===== src/rtl/hazard_ctrl.sv =====
// hazard_ctrl: pipeline hazard and control unit for the 5-stage MIPS pipeline.
//
// It tracks the in-flight instructions in EX, MEM and WB and drives the
// hold/clear enables of the stage registers.
//
// Ports
//   h_clk, h_rst                 clock (rising edge), asynchronous active-low reset
//   h_i_ce                       ID holds a valid instruction
//   h_i_rs/h_i_rt/h_i_rd         ID register addresses
//   h_i_use_rs/h_i_use_rt        ID instruction reads rs / rt
//   h_i_regwrite/h_i_memread     ID writes rd / is a load
//   h_i_branch_taken             EX resolved a taken branch or jump
//   h_i_mem_stall                data memory not ready
//   h_o_freeze                   all stage registers and PC hold
//   h_o_stall                    PC and IF/ID hold (load-use)
//   h_o_bubble                   ID/EX loads a NOP
//   h_o_flush                    IF/ID invalidated
//   h_o_fwd_a/h_o_fwd_b          EX operand select: 00 regfile, 01 EX/MEM, 10 MEM/WB
//   h_o_valid                    valid bits {WB, MEM, EX}
//   h_o_stall_cnt/h_o_flush_cnt  performance counters (HAZARD_PERF_EN only)
//
// Build option: define HAZARD_PERF_EN to add the saturating stall/flush counters.
module hazard_ctrl #(
    parameter int unsigned REG_AWIDTH   = 5,
    parameter int unsigned FLUSH_CYCLES = 2,
    parameter int unsigned CNT_WIDTH    = 16
) (
    input  logic                  h_clk,
    input  logic                  h_rst,
    input  logic                  h_i_ce,
    input  logic [REG_AWIDTH-1:0] h_i_rs,
    input  logic [REG_AWIDTH-1:0] h_i_rt,
    input  logic                  h_i_use_rs,
    input  logic                  h_i_use_rt,
    input  logic [REG_AWIDTH-1:0] h_i_rd,
    input  logic                  h_i_regwrite,
    input  logic                  h_i_memread,
    input  logic                  h_i_branch_taken,
    input  logic                  h_i_mem_stall,
    output logic                  h_o_freeze,
    output logic                  h_o_stall,
    output logic                  h_o_bubble,
    output logic                  h_o_flush,
    output logic [1:0]            h_o_fwd_a,
    output logic [1:0]            h_o_fwd_b,
    output logic [2:0]            h_o_valid
`ifdef HAZARD_PERF_EN
    ,
    output logic [CNT_WIDTH-1:0]  h_o_stall_cnt,
    output logic [CNT_WIDTH-1:0]  h_o_flush_cnt
`endif
);

    typedef struct packed {
        logic                  valid;
        logic [REG_AWIDTH-1:0] rd;
        logic                  regwrite;
        logic                  memread;
    } slot_t;

    typedef enum logic {
        ST_IDLE,
        ST_FLUSH
    } state_t;

    // Only the fields that something downstream consumes are kept per slot:
    // MEM needs {valid, rd, regwrite} for forwarding, WB only its valid bit.
    slot_t                 ex_q, ex_d;
    logic                  mem_valid_q, mem_regwrite_q;
    logic [REG_AWIDTH-1:0] mem_rd_q;
    logic                  wb_valid_q;
    state_t                state_q, state_d;
    logic [1:0]            cnt_q, cnt_d;
    logic [1:0]            fwd_a_q, fwd_a_d, fwd_b_q, fwd_b_d;

    logic freeze, flush, stall, bubble, load_use, branch_start, hit_rs, hit_rt;

    function automatic logic [1:0] fwd_sel(
        input logic                  use_src,
        input logic [REG_AWIDTH-1:0] src,
        input slot_t                 ex,
        input logic                  mem_valid,
        input logic                  mem_regwrite,
        input logic [REG_AWIDTH-1:0] mem_rd
    );
        logic [1:0] sel;
        sel = 2'b00;
        if (use_src && src != '0) begin
            if (ex.valid && ex.regwrite && ex.rd == src)
                sel = 2'b01;
            else if (mem_valid && mem_regwrite && mem_rd == src)
                sel = 2'b10;
        end
        return sel;
    endfunction

    always_comb begin
        hit_rs       = h_i_use_rs && (h_i_rs == ex_q.rd);
        hit_rt       = h_i_use_rt && (h_i_rt == ex_q.rd);
        load_use     = h_i_ce && ex_q.valid && ex_q.memread && (ex_q.rd != '0) && (hit_rs || hit_rt);
        branch_start = (state_q == ST_IDLE) && h_i_branch_taken && ex_q.valid;
        // Every combinational output is gated by h_rst so they read 0 in reset.
        freeze       = h_rst && h_i_mem_stall;
        flush        = h_rst && !freeze && ((state_q == ST_FLUSH) || branch_start);
        stall        = h_rst && !freeze && !flush && load_use;
        bubble       = flush || stall;
    end

    always_comb begin
        if (bubble) begin
            ex_d    = '0;
            fwd_a_d = 2'b00;
            fwd_b_d = 2'b00;
        end else begin
            ex_d.valid    = h_i_ce;
            ex_d.rd       = h_i_rd;
            ex_d.regwrite = h_i_regwrite && (h_i_rd != '0);
            ex_d.memread  = h_i_memread;
            fwd_a_d = fwd_sel(h_i_use_rs, h_i_rs, ex_q, mem_valid_q, mem_regwrite_q, mem_rd_q);
            fwd_b_d = fwd_sel(h_i_use_rt, h_i_rt, ex_q, mem_valid_q, mem_regwrite_q, mem_rd_q);
        end
    end

    // The transition cycle itself is the first flush cycle, so FLUSH lasts
    // FLUSH_CYCLES-1 cycles: leave when the counter is about to reach 0.
    always_comb begin
        state_d = state_q;
        cnt_d   = cnt_q;
        if (!freeze) begin
            case (state_q)
                ST_IDLE: begin
                    if (branch_start && FLUSH_CYCLES > 1) begin
                        state_d = ST_FLUSH;
                        cnt_d   = 2'(FLUSH_CYCLES - 1);
                    end
                end
                ST_FLUSH: begin
                    cnt_d = 2'(cnt_q - 2'd1);
                    if (cnt_q <= 2'd1)
                        state_d = ST_IDLE;
                end
                default: state_d = ST_IDLE;
            endcase
        end
    end

    always_ff @(posedge h_clk or negedge h_rst) begin
        if (!h_rst) begin
            ex_q           <= '0;
            mem_valid_q    <= 1'b0;
            mem_regwrite_q <= 1'b0;
            mem_rd_q       <= '0;
            wb_valid_q     <= 1'b0;
            state_q        <= ST_IDLE;
            cnt_q          <= '0;
            fwd_a_q        <= '0;
            fwd_b_q        <= '0;
        end else if (!freeze) begin
            ex_q           <= ex_d;
            mem_valid_q    <= ex_q.valid;
            mem_regwrite_q <= ex_q.regwrite;
            mem_rd_q       <= ex_q.rd;
            wb_valid_q     <= mem_valid_q;
            state_q        <= state_d;
            cnt_q          <= cnt_d;
            fwd_a_q        <= fwd_a_d;
            fwd_b_q        <= fwd_b_d;
        end
    end

    assign h_o_freeze = freeze;
    assign h_o_stall  = stall;
    assign h_o_bubble = bubble;
    assign h_o_flush  = flush;
    assign h_o_fwd_a  = fwd_a_q;
    assign h_o_fwd_b  = fwd_b_q;
    assign h_o_valid  = {wb_valid_q, mem_valid_q, ex_q.valid};

`ifdef HAZARD_PERF_EN
    logic [CNT_WIDTH-1:0] stall_cnt_q, flush_cnt_q;

    // stall and flush are already forced low while frozen.
    always_ff @(posedge h_clk or negedge h_rst) begin
        if (!h_rst) begin
            stall_cnt_q <= '0;
            flush_cnt_q <= '0;
        end else begin
            if (stall && stall_cnt_q != '1)
                stall_cnt_q <= stall_cnt_q + 1'b1;
            if (flush && flush_cnt_q != '1)
                flush_cnt_q <= flush_cnt_q + 1'b1;
        end
    end

    assign h_o_stall_cnt = stall_cnt_q;
    assign h_o_flush_cnt = flush_cnt_q;
`endif

endmodule


===== config.mk =====
export PLATFORM = sky130hd
export DESIGN_NAME = hazard_ctrl
export DESIGN_NICKNAME = d
export VERILOG_FILES = /design/src/rtl/hazard_ctrl.sv
export SDC_FILE = /design/constraint.sdc
export NUM_CORES = 1
export LEC_CHECK = 0
export BUFFER_PORTS_ARGS = -buffer_cell sky130_fd_sc_hd__buf_2
export CAP_MARGIN = 20
export CORE_AREA = 3 3 63 65
export CTS_BUF_LIST = sky130_fd_sc_hd__clkbuf_8
export CTS_CLUSTER_SIZE = 10
export DETAILED_ROUTE_END_ITERATION = 16
export DIE_AREA = 0 0 66 68
export GPL_TIMING_DRIVEN = 0
export SLEW_MARGIN = 5
export SYNTH_ARGS = -nofsm -noshare
export SYNTH_HDL_FRONTEND = slang
export SYNTH_SLANG_ARGS = --single-unit

===== constraint.sdc =====
create_clock -name h_clk -period 2 [get_ports h_clk]
set_input_delay 0.1 -clock h_clk [delete_from_list [all_inputs] [get_ports h_clk]]
set_output_delay 0.1 -clock h_clk [all_outputs]
set_load 0.01 [all_outputs]

==> metrics.cfg, run 1 <==
[floorplanning]
coreArea_sq_um=3390
initial_core_util_pct=40.31
die_x_um=66
fp.dieH_um=68
num_rows=21
die-area_sq_um=4488
ios=35

[drt]
wl_um=3258
wl_met3_um=190
highest_layer=met4
drt-met1-wl_um=1466
drc=0
vias_per_cell=4.941
num_vias=1181
dr.pass1.iters=4
drt_iter0_drc=55
avgRoutedWirePerCell_um=13.63
wl_met2_um=1567
ant_nets=0

[critical_path]
critPathMaxStageDelay_ns=0.56
cp.buffers_inverters=1
critPathRequiredTime_ns=1.90
crit_chain=or4_4, o21ai_4, a21oi_4, or2_1, buf_2
r2r_start=h_o_valid[0]
r2r_slack_ns=0.24
start_kind=register
worstSetupPathType=reg2out
crit_slowest_cell=or4_4
cp_max_fo=5
arrival_ns=1.84
cp-end-kind=primary output
r2r-end=h_o_fwd_a[1]
r2r_cells=7
crit_family=simple AND/OR/NAND/NOR gates

[sta]
slew_violations=0
min_period_over_period_pct=97.01
tightest_slew_ns=0.4950
whs_ns=0.05065
period_needed_ns=1.940
tns_ns=0
slew-limit-headroom_pct=67.00
finalSetupViolCount=0
fin_skew_ns=0.005502
fmax_mhz=515.4
worst_slack_ns=0.05984
hold_viol=0
rsz0062_at_grt=true

[layout]
diodes=0
drive_gt1_share_pct=37.82
layout_commonest_cell=nand2_1
final_cell_mix=nand2_1 (45), buf_2 (34), dfrtp_1 (18)
nNetsFinal=219
post-route-util_pct=50.68
area_growth_pct=25.73

[status]
status=complete, no violations

[global_routing]
overflow=0
antenna_found_initial=0
grt_pass1_vias=1136
track_usage_pct=15.77
grt_max_degree=24
grt_pass1_wl_um=5388

[yosys]
synthFlopType=dfrtp_1
synth_cell_type_count=32
async_flop_share_pct=100.0
synth-seq-cells=23
avgSynthCellArea_sq_um=9.109
yosysSeqAreaShare_pct=42.12
yosys_warnings=0
synth_area_sq_um=1366
synth_edf_count=0
syn_nets=175
synthCells=150

[hold_path]
hold_end=ex_q[0]
hold_path_class=in2reg
worstHoldStart=h_i_memread
hold_depth=3

[clocking]
cts-root-buf=clkbuf_8
htree_levels=1
cts_buffer_depth=2
clk_latency_ns=0.27
cts_num_sinks=23
clk_pin_slew_worst_paths_ns=0.08
cts_tree=done
cts_buffers=3

[pwr]
power_density_nw_per_um2=760.3
irDropWorstVdd_v=0.0003769
finalPower_mw=1.306
p_leak_nw=0.7977

[placed_design]
hpwl_um=2451
gp_congestion=0.7881
pre_cts_slack_ns=0.1897
io_buffers=34

[flow_run]
maxCapViolCount=0

## worst reg2reg max path: stages (launching register included)
cell and delay [ns]:
dfrtp_2 0.48, a21o_4 0.27, nor3_2 0.24, o21ai_4 0.10
a21oi_4 0.18, buf_8 0.12, buf_4 0.20, o21ai_2 0.08
## synthesized netlist by cell type (all sizes together) (2+ instances only)
cell type  number  share of area (%)
nor4            2               0.92
buf             4                2.5
nor2            2               0.55
or3             2               0.92
inv             2               0.55
nand2b          2                1.5
nand4           4                1.8
xnor2           8                5.1
a31oi           3                1.4
nor3            3                2.2
clkbuf          3               0.82
a21oi           3                1.4
or4             4                2.5
xor2           12                7.7
o21ai          16                8.9
nand2          45                 12
dfrtp          23                 42
nand3           5                2.2
## flip-flops by register name (all words and copies together), names as in the netlist, 2 cells and up
register / count
h_o_fwd_a: 2
ex_q: 7
h_o_fwd_b: 2
mem_rd_q: 5
cnt_q: 2
## report_power, final
part	switching, mW	internal (mW)	total, mW
Combinational	0.188	0.185	0.373
Sequential	0.0896	0.543	0.633
Clock	0.161	0.139	0.300
## stage by stage
| stage | cells | area (sq um) |
|---|---|---|
| finish | 239 | 1718 |
| global route | 239 | 1718 |
| CTS | 235 | 1663 |
| detailed placement | 230 | 1594 |
| global placement | 230 | 1594 |
| floorplan | 150 | 1366 |
## worst max-delay path by stage
stage	startpoint	to	slack [ns]	cells past startpoint
after floorplan	h_o_valid[0]	ex_q[2]	0.51	6
after global placement	h_o_valid[0]	h_o_stall	0.19	6
after detailed placement	h_rst	h_o_freeze	0.19	5
after CTS	ex_q[4]	h_o_stall	0.004	6
after global routing	ex_q[3]	h_o_bubble	-0.02	5
final	ex_q[3]	h_o_bubble	0.06	5
## kinds of logic (layout without fill, tap and decap cells)
family,after synthesis,count (layout),share of synthesized area [%]
AO/OA/AOI/OAI,26,26,14.47
adder cells (fa/ha/maj),1,1,0.9156
buffers and inverters,9,52,3.845
XOR/XNOR,20,20,12.82
AND/OR/NAND/NOR,71,71,25.82
flip-flops,23,23,42.12
## routing by layer
layer / vias to the layer above / global-route usage (%)
li1: 594 / -
met1: 551 / 20.83
met2: 31 / 26.78
met3: 5 / 2.956
met4: 0 / 3.807
met5: - / 0
## repair_timing
action / CTS / global route
endpoints found under the hold margin: 23 / 0
hold buffers: 1 / 0
cloned: 0 / 0
resized for setup: 3 / 6
endpoints found under the setup margin: 1 / 2
buffers inserted: 0 / 3
pin swaps: 1 / 2
## layout make-up
cell class / instances / area (sq um)
buffer: 7 / 48.80
inverter: 2 / 7.507
clock buffer: 3 / 41.29
multi-input combinational: 118 / 758.2
fill: 327 / 1672
timing repair buffer: 39 / 217.7
tap: 46 / 57.56
clock inverter: 1 / 5.005
sequential: 23 / 581.8
No activity file was read; power rests on OpenSTA's default activity.
==> run 2, diff against run 1 <==
- CELL_PAD_IN_SITES_DETAIL_PLACEMENT: default -> 0
- CELL_PAD_IN_SITES_GLOBAL_PLACEMENT: default -> 1
- PLACE_DENSITY_LB_ADDON: default -> 0.1
==> metrics.cfg, run 2 (same netlist as run 1, synthesis figures left out) <==
[pwr]
finalPower_mw=1.300
irDropWorstVdd_v=0.0003640
p_leak_nw=0.8194
power_density_nw_per_um2=748.7

[drt]
wl_met2_um=1684
vias_per_cell=4.856
highest_layer=met4
ant_nets=0
drc=0
dr.pass1.iters=4
drt-met1-wl_um=1451
drt_iter0_drc=32
wl_um=3329
avgRoutedWirePerCell_um=13.70
num_vias=1180
wl_met3_um=155

[critical_path]
arrival_ns=1.84
crit_slowest_cell=or4_4
crit_chain=or4_4, o21ai_4, a21oi_4, or2_1, buf_2
start_kind=register
worstSetupPathType=reg2out
crit_family=simple AND/OR/NAND/NOR gates
critPathMaxStageDelay_ns=0.55
cp-end-kind=primary output
cp_max_fo=5
cp.buffers_inverters=1
critPathRequiredTime_ns=1.90

[floorplanning]
die-area_sq_um=4488
initial_core_util_pct=40.31
ios=35
coreArea_sq_um=3390
die_x_um=66
fp.dieH_um=68
num_rows=21

[global_routing]
antenna_found_initial=0
grt_pass1_wl_um=5464
track_usage_pct=16.39
grt_pass1_vias=1182
overflow=0
grt_max_degree=24

[layout]
final_cell_mix=nand2_1 (45), buf_2 (34), dfrtp_1 (19)
fillers=353
drive_gt1_share_pct=37.56
layout_commonest_cell=nand2_1
top_register=ex_q
area_growth_pct=27.11
largest_reg_flops=7
nNetsFinal=223
fin_area_sq_um=1737
diodes=0
largestRegisters=ex_q: 7 flops, mem_rd_q: 5 flops

[status]
status=complete, no violations

[clocking]
cts_tree=done
cts-root-buf=clkbuf_8
clk_pin_slew_worst_paths_ns=0.08
clk_latency_ns=0.26
cts_num_sinks=23
cts_buffer_depth=2
cts_buffers=3
htree_levels=1

[flow_run]
maxCapViolCount=0

[hold_path]
hold_path_class=in2reg

[sta]
finalSetupViolCount=0
slew-limit-headroom_pct=58.67
fin_skew_ns=0.003197
worst_slack_ns=0.06473
tightest_slew_ns=0.6179
fmax_mhz=516.7
min_period_over_period_pct=96.76
hold_viol=0
whs_ns=0.06553
period_needed_ns=1.935
rsz0062_at_grt=false
tns_ns=0
slew_violations=0

[placed_design]
pre_cts_slack_ns=0.1747
gp_congestion=0.8131
dpl_cell_area_sq_um=1594
hpwl_um=2518
io_buffers=34

## run 2: cell type report
cell class              instances  area [sq um]  area share (%)
plain buffers                   7         48.80           2.810
inverters                       2         7.507          0.4323
well taps                      46         57.56           3.314
repair buffers                 43         244.0           14.05
clock inverters                 1         3.754          0.2161
multi-input cells             118         753.2           43.37
flip-flops and latches         23         580.6           33.43
clock buffers                   3         41.29           2.378
## run 2: report_power, final
part           total [mW]  internal, mW  switching [mW]
combinational       0.387         0.196           0.191
clock               0.280         0.137           0.143
sequential          0.633         0.543          0.0905
## run 2: worst paths after layout
path / from / endpoint / slack (ns) / cells after the start
worst max-delay path: ex_q[3] / h_o_bubble / 0.06 / 5
worst min-delay path: h_i_memread / ex_q[0] / 0.07 / 3
worst max register to register: ex_q[3] / h_o_fwd_b[1] / 0.29 / 6
worst min register to register: h_o_fwd_a[1] / h_o_fwd_a[1] / 0.48 / 2
max in group asynchronous: h_rst / ex_q[3] / 0.97 / 3
min in group asynchronous: h_rst / ex_q[4] / 0.50 / 2
## run 2: timing repair
item,4_1_cts,5_1_grt
endpoints found under the hold margin,23,0
gates resized for setup,3,4
setup buffers,0,7
pin swaps,0,2
hold buffers,1,0
setup endpoints to repair,1,2
## run 2: routing by layer
layer,up-vias,GRT usage (%)
met1,543,19.82
met3,5,2.627
met2,30,29.79
met4,0,5.330
met5,-,0
li1,602,-
## run 2: tightest hold or removal path: cells and delay by family
family / cells / cell delay, ns
buffers and inverters: 1 / 0.09
and+or+nand+nor: 1 / 0.05
AOI/OAI and AO/OA: 1 / 0.05
## run 2: through the flow
stage / std cells / util [%]
6_report: 243 / 51.24
2_1_floorplan: 150 / -
3_3_place_gp: 230 / 47.03
5_1_grt: 243 / 51.24
4_1_cts: 235 / 48.95
3_5_place_dp: 230 / 47.03
